### src/rtl/nios_system_loader_pkg.sv
// nios_system_loader_pkg: shared states and word geometry for the memory loader.
package nios_system_loader_pkg;
    localparam int WORD_W = 32;
    localparam int BYTES_PER_WORD = 4;
    typedef enum logic [2:0] {IDLE, FILL, WRITE, RD_ADDR, RD_DATA, DONE} state_t;
endpackage

### src/rtl/nios_system_loader_packer.sv
// nios_system_loader_packer: assembles little-endian words from a byte stream.
module nios_system_loader_packer
    import nios_system_loader_pkg::*;
(
    input  logic              clk,
    input  logic              reset_n,
    input  logic              i_clear,
    input  logic              i_en,
    input  logic              i_valid,
    input  logic [7:0]        i_data,
    output logic              o_last,
    output logic [WORD_W-1:0] o_word,
    output logic              o_word_ready
);
    localparam int CNT_W = $clog2(BYTES_PER_WORD);
    logic [CNT_W-1:0]  r_cnt;
    logic [WORD_W-1:0] r_word;
    logic              r_word_ready;
    logic              w_accept;
    assign w_accept     = i_en && i_valid && !i_clear;
    assign o_last       = w_accept && (r_cnt == CNT_W'(BYTES_PER_WORD - 1));
    assign o_word       = r_word;
    assign o_word_ready = r_word_ready;
    always_ff @(posedge clk or negedge reset_n) begin
        if (!reset_n) begin
            r_cnt        <= '0;
            r_word       <= '0;
            r_word_ready <= 1'b0;
        end else if (i_clear) begin
            r_cnt        <= '0;
            r_word_ready <= 1'b0;
        end else if (w_accept) begin
            r_word[8*r_cnt +: 8] <= i_data;
            r_cnt                <= r_cnt + 1'b1;
            r_word_ready         <= o_last;
        end
    end
endmodule

### src/rtl/nios_system_mem_loader.sv
// nios_system_mem_loader: streams bytes into memory words, reads them back and
// compares the modulo-2^32 sums of written and read data.
module nios_system_mem_loader
    import nios_system_loader_pkg::*;
#(
    parameter int ADDR_W = 10,
    parameter int DEPTH  = 1024
) (
    input  logic                      clk,
    input  logic                      reset_n,
    input  logic                      start,
    input  logic                      abort,
    input  logic [ADDR_W-1:0]         base_addr,
    input  logic [ADDR_W:0]           word_count,
    input  logic [7:0]                s_data,
    input  logic                      s_valid,
    output logic                      s_ready,
    output logic                      busy,
    output logic                      done,
    output logic                      error,
    output logic [WORD_W-1:0]         wr_sum,
    output logic [ADDR_W-1:0]         mem_address,
    output logic [BYTES_PER_WORD-1:0] mem_byteenable,
    output logic                      mem_chipselect,
    output logic                      mem_write,
    output logic [WORD_W-1:0]         mem_writedata,
    output logic                      mem_clken,
    input  logic [WORD_W-1:0]         mem_readdata
);
    state_t            r_state;
    logic [ADDR_W-1:0] r_base, r_addr;
    logic [ADDR_W:0]   r_count, r_idx;
    logic [WORD_W-1:0] r_wr_sum, r_rd_sum;
    logic              r_error;
    logic [ADDR_W:0]   w_idx_inc;
    logic [WORD_W-1:0] w_rd_next, w_word;
    logic              w_abort, w_end, w_last, w_word_ready, w_clear;

    function automatic logic [ADDR_W-1:0] wrap_addr(input logic [ADDR_W-1:0] base, input logic [ADDR_W:0] idx);
        logic [ADDR_W+1:0] s;
        s = {2'b00, base} + {1'b0, idx};
        return (s >= (ADDR_W+2)'(DEPTH)) ? ADDR_W'(s - (ADDR_W+2)'(DEPTH)) : ADDR_W'(s);
    endfunction

    assign w_abort   = abort && (r_state != IDLE);
    assign w_end     = r_idx == (r_count - (ADDR_W+1)'(1));
    assign w_idx_inc = r_idx + (ADDR_W+1)'(1);
    assign w_rd_next = r_rd_sum + mem_readdata;
    assign w_clear   = w_abort || (start && r_state == IDLE);

    nios_system_loader_packer u_packer (
        .clk          (clk),
        .reset_n      (reset_n),
        .i_clear      (w_clear),
        .i_en         (s_ready),
        .i_valid      (s_valid),
        .i_data       (s_data),
        .o_last       (w_last),
        .o_word       (w_word),
        .o_word_ready (w_word_ready)
    );

    assign s_ready        = r_state == FILL;
    assign busy           = r_state != IDLE;
    assign done           = r_state == DONE;
    assign error          = r_error;
    assign wr_sum         = r_wr_sum;
    assign mem_address    = r_addr;
    assign mem_chipselect = (r_state == WRITE) || (r_state == RD_ADDR) || (r_state == RD_DATA);
    assign mem_write      = (r_state == WRITE) && w_word_ready;
    assign mem_byteenable = {BYTES_PER_WORD{mem_write}};
    assign mem_writedata  = w_word;
    assign mem_clken      = 1'b1;

    always_ff @(posedge clk or negedge reset_n) begin
        if (!reset_n) begin
            r_state  <= IDLE;
            r_base   <= '0;
            r_addr   <= '0;
            r_count  <= '0;
            r_idx    <= '0;
            r_wr_sum <= '0;
            r_rd_sum <= '0;
            r_error  <= 1'b0;
        end else if (w_abort) begin
            r_state <= IDLE;
        end else begin
            case (r_state)
                IDLE: if (start) begin
                    r_error <= 1'b0;
                    if (word_count == '0) begin
                        r_state <= DONE;
                    end else begin
                        r_base   <= base_addr;
                        r_count  <= word_count;
                        r_idx    <= '0;
                        r_wr_sum <= '0;
                        r_rd_sum <= '0;
                        r_state  <= FILL;
                    end
                end
                FILL: if (w_last) begin
                    r_addr  <= wrap_addr(r_base, r_idx);
                    r_state <= WRITE;
                end
                WRITE: begin
                    r_wr_sum <= r_wr_sum + w_word;
                    r_idx    <= w_end ? '0 : w_idx_inc;
                    r_addr   <= w_end ? wrap_addr(r_base, '0) : r_addr;
                    r_state  <= w_end ? RD_ADDR : FILL;
                end
                RD_ADDR: r_state <= RD_DATA;
                RD_DATA: begin
                    r_rd_sum <= w_rd_next;
                    if (w_end) begin
                        // last readback: compare with the sum including this word
                        r_error <= w_rd_next != r_wr_sum;
                        r_state <= DONE;
                    end else begin
                        r_idx   <= w_idx_inc;
                        r_addr  <= wrap_addr(r_base, w_idx_inc);
                        r_state <= RD_ADDR;
                    end
                end
                DONE: r_state <= IDLE;
                default: r_state <= IDLE;
            endcase
        end
    end
endmodule
### config.mk
export PLATFORM = sky130hd
export DESIGN_NAME = nios_system_mem_loader
export DESIGN_NICKNAME = d
export VERILOG_FILES = /design/src/rtl/nios_system_loader_pkg.sv /design/src/rtl/nios_system_loader_packer.sv /design/src/rtl/nios_system_mem_loader.sv
export SDC_FILE = /design/constraint.sdc
export NUM_CORES = 1
export LEC_CHECK = 0
export ABC_AREA = 1
export BUFFER_PORTS_ARGS = -buffer_cell sky130_fd_sc_hd__buf_2
export CELL_PAD_IN_SITES_DETAIL_PLACEMENT = 1
export CELL_PAD_IN_SITES_GLOBAL_PLACEMENT = 2
export CORE_MARGIN = 8
export CORE_UTILIZATION = 35
export CTS_CLUSTER_SIZE = 16
export DETAILED_ROUTE_END_ITERATION = 10
export PLACE_DENSITY_LB_ADDON = 0.05
export SLEW_MARGIN = 25
export SYNTH_ARGS = -nofsm -noshare
export SYNTH_HDL_FRONTEND = slang
export SYNTH_SLANG_ARGS = --single-unit
### constraint.sdc
create_clock -name clk -period 9.2 [get_ports clk]
set_input_delay 0.46 -clock clk [delete_from_list [all_inputs] [get_ports clk]]
set_output_delay 0.46 -clock clk [all_outputs]
set_load 0.02 [all_outputs]
==> results.md <==
* Status: completed
* Largest area contributor in the netlist: dfrtp_1
* Starting Density at 0.354
* Clock Sinks at 145
* Critical Path Sink Type: flip-flop
* HP Class: in2async
* Starting DRC count in detailed routing at 504
* Via-to-Cell Ratio at 5.05
* Leak at 7.42 nW
* Initial antenna violation count at 0
* Critical Path RT at 9.58 ns
* Critical Path Fanout Max at 17
* Vias in the first global route at 12.5k
* Placed cells at 2367
* Share of layout cells above drive strength 1 at 0.113
* Crit path from: r_state[1]
* Mapped Area at 11800 sq um
* Worst-path clk slew at approximately 0.070 ns
* Ys flop type: dfrtp_1
* Synth top area cells: dfrtp_1 (31%), nand2_1 (18%), ha_1 (8.4%)
* Multi-input logic area at a little over 7000 sq um
* GRT Resource Usage Total at 0.232
* Yosys top cell area share at 0.307
* DR WL/cell at 18.9 microns
* Slew HR at 0.493
* Number of buffers created by CTS at 17
* Final Slew Violations at 0
* Final setup violation count at 0
* Worst reg2reg path endpoint: mem_address[8]
* CTS H-tree lvls at 4
* Final period demand of the worst path at approximately 3.4 ns
* CTS resizes at 0
* Setup crit end: mem_address[8]
* Post-synth EDFFs at 0
* Largest net degree at the start of global routing at 78
* Root Buffer: clkbuf_16
* Routed wire length at roughly 45000 microns
* Critical Path AT at 3.76 ns
* Total Die Area at 39900 sq um
* Area Overhead vs Synth at 15.1%
* Final net count at 2086
* Count of cell types in the netlist at 51
* Via count at roughly 12k
* PortBufs at 149
* Hold_buf cts at 0
* Yosys reg bits at ~150
* PD cells at 224 nW/um^2
* Ys async rst share at 1.00
* Setup TNS at 0 ns
* R2r startpoint: r_state[1]
* Layout Cells excl Fill at 2399
* Clock tree buffer depth at 2
* Ys Warns at 0
* R2R Setup Slk at 5.83 ns
* Hpwl dp at approximately 37000 microns
* GPL Wtd Cong at 0.869
* Worst Max-Slew Pin Slew at between 0.7 and 0.8 ns
* Mapped Avg Cell Area at 6.59 sq um
* # DRC at 0
* Syn_nets at 1943
* DR pass1 iterations at 5
* Worst Setup Path Type: reg2reg
* Sequential-to-total area share from yosys stat at 0.307
* Ports at 151
* Fin crit share at 0.367
* Final antenna-violating net count at 0
* FILL cells at 4455
* Synthesized instance count at 1795
* Row cnt at 67
* Worst-Skew Late Latency at 0.46 ns
* IR drop worst, VDD at 0.146 mV
* Final hold violation count at 0
* Maximum clock rate at 296 MHz
* Most frequent cells in the layout: nand2_1 (575), inv_1 (242), nand3_1 (179), buf_2 (148), dfrtp_1 (145)
* Die Ht at around 200 microns
* Clock skew at 0.0105 ns
* Core area at 33400 sq um
* Antenna diode count at 0
* Critical path startpoint category: flip-flop
* CTS tree: done
* Global-route wire length before repair at between 70000 and 80000 microns
* Congestion Overflow GR at 0
* RSZ-0062 raised after global routing: false
* Reg area at 3630 sq um
* Post-CTS setup buffer count at 0
* Die X at approximately 200 microns
* Max-cap violations at 0
* Commonest non-fill, non-tap cell in the layout: nand2_1
* Worst r2r path cells at 14
==> power by group <==
part | leakage (nW) | switching, mW | internal, mW
Clock | 0.283 | 0.323 | 0.386
Combinational | 5.18 | 0.985 | 0.440
Sequential | 1.96 | 0.143 | 0.767
==> metrics by stage <==
| step | util | instance area (sq um) | power (mW) | hold slack [ns] | setup slack (ns) |
|---|---|---|---|---|---|
| after floorplan | - | 11800 | 1.87 | 0.164 | 6.29 |
| after global placement | 0.391 | 13000 | 2.32 | 0.460 | 5.97 |
| final | 0.408 | 13600 | 3.04 | 0.0274 | 5.83 |
| after CTS | 0.408 | 13600 | 3.08 | 0.0530 | 5.88 |
| after detailed placement | 0.391 | 13000 | 2.35 | 0.463 | 5.89 |
| after global routing | 0.408 | 13600 | 3.29 | 0.0840 | 5.50 |
==> state kept, by name (all words and copies together) (netlist names) <==
name	flops
r_rd_sum	32
r_state	3
wr_sum	32
r_idx	11
u_packer.o_word_ready	1
error	1
mem_address	10
u_packer.o_word	32
u_packer.r_cnt	2
r_base	10
r_count	11
==> critical path, stage by stage (launching register included) <==
cell      delay [ns]
dfrtp_1         0.43
nor2_1          0.08
nand2_1         0.25
clkinv_1        0.44
ha_1            0.44
inv_1           0.04
ha_1            0.23
fa_1            0.41
a21oi_1         0.16
o21bai_1        0.13
nand2_1         0.09
o311ai_0        0.16
o21ai_0         0.20
a21oi_1         0.08
o21ai_2         0.15
==> final cells by class <==
class                      count  share of cell area
inverter                     255              0.0703
multi-input combinational   1363               0.520
clock inverter                12             0.00910
timing repair buffer         156              0.0594
clock buffer                  20              0.0328
tap                          448              0.0412
sequential                   145               0.267
==> synth_stat cells, types with 7 or more instances <==
cell type and instances:
nand2_1 575, inv_1 242, nand3_1 179, dfrtp_1 145, nor2_1 141, o21ai_0 119, ha_1 79, a21oi_1 75
nand4_1 26, xor2_1 25, clkbuf_1 23, nor3_1 20, o31ai_1 18, inv_2 9, o22ai_1 9, nand3b_1 8
nor2_2 8, o21ai_2 7
==> per-layer routing <==
| metal | vias up | track usage | part of all wire |
|---|---|---|---|
| met5 | - | 0 | 0 |
| met4 | 0 | 0.0569 | 0.016 |
| met3 | 29 | 0.0347 | 0.031 |
| met2 | 154 | 0.351 | 0.43 |
| met1 | 5784 | 0.342 | 0.53 |
| li1 | 6150 | - | - |
==> kinds of logic (layout without fill, tap and decap cells) <==
| group | after synthesis | count (layout) | share of synthesized area |
|---|---|---|---|
| simple gates | 972 | 972 | 0.346 |
| buf+inv | 287 | 443 | 0.0942 |
| compound gates | 267 | 267 | 0.128 |
| flops | 145 | 145 | 0.307 |
| fa+ha+maj | 82 | 82 | 0.0887 |
| xor+xnor | 35 | 35 | 0.0306 |
| mux | 6 | 6 | 0.00508 |
| other cells | 1 | 1 | 0.000317 |
==> how the worst min path moves through the flow <==
stage / startpoint / end / slack (ns) / depth (start not counted)
3_5_place_dp: mem_address[2] / mem_address[2] / 0.46 / 2
5_1_grt: reset_n / u_packer.o_word[4] / 0.08 / 1
6_report: reset_n / u_packer.o_word[4] / 0.03 / 1
3_3_place_gp: mem_address[2] / mem_address[2] / 0.46 / 2
4_1_cts: reset_n / u_packer.o_word[4] / 0.05 / 1
2_1_floorplan: reset_n / error / 0.16 / 0
Note: power is estimated with default switching activity, not from simulation.
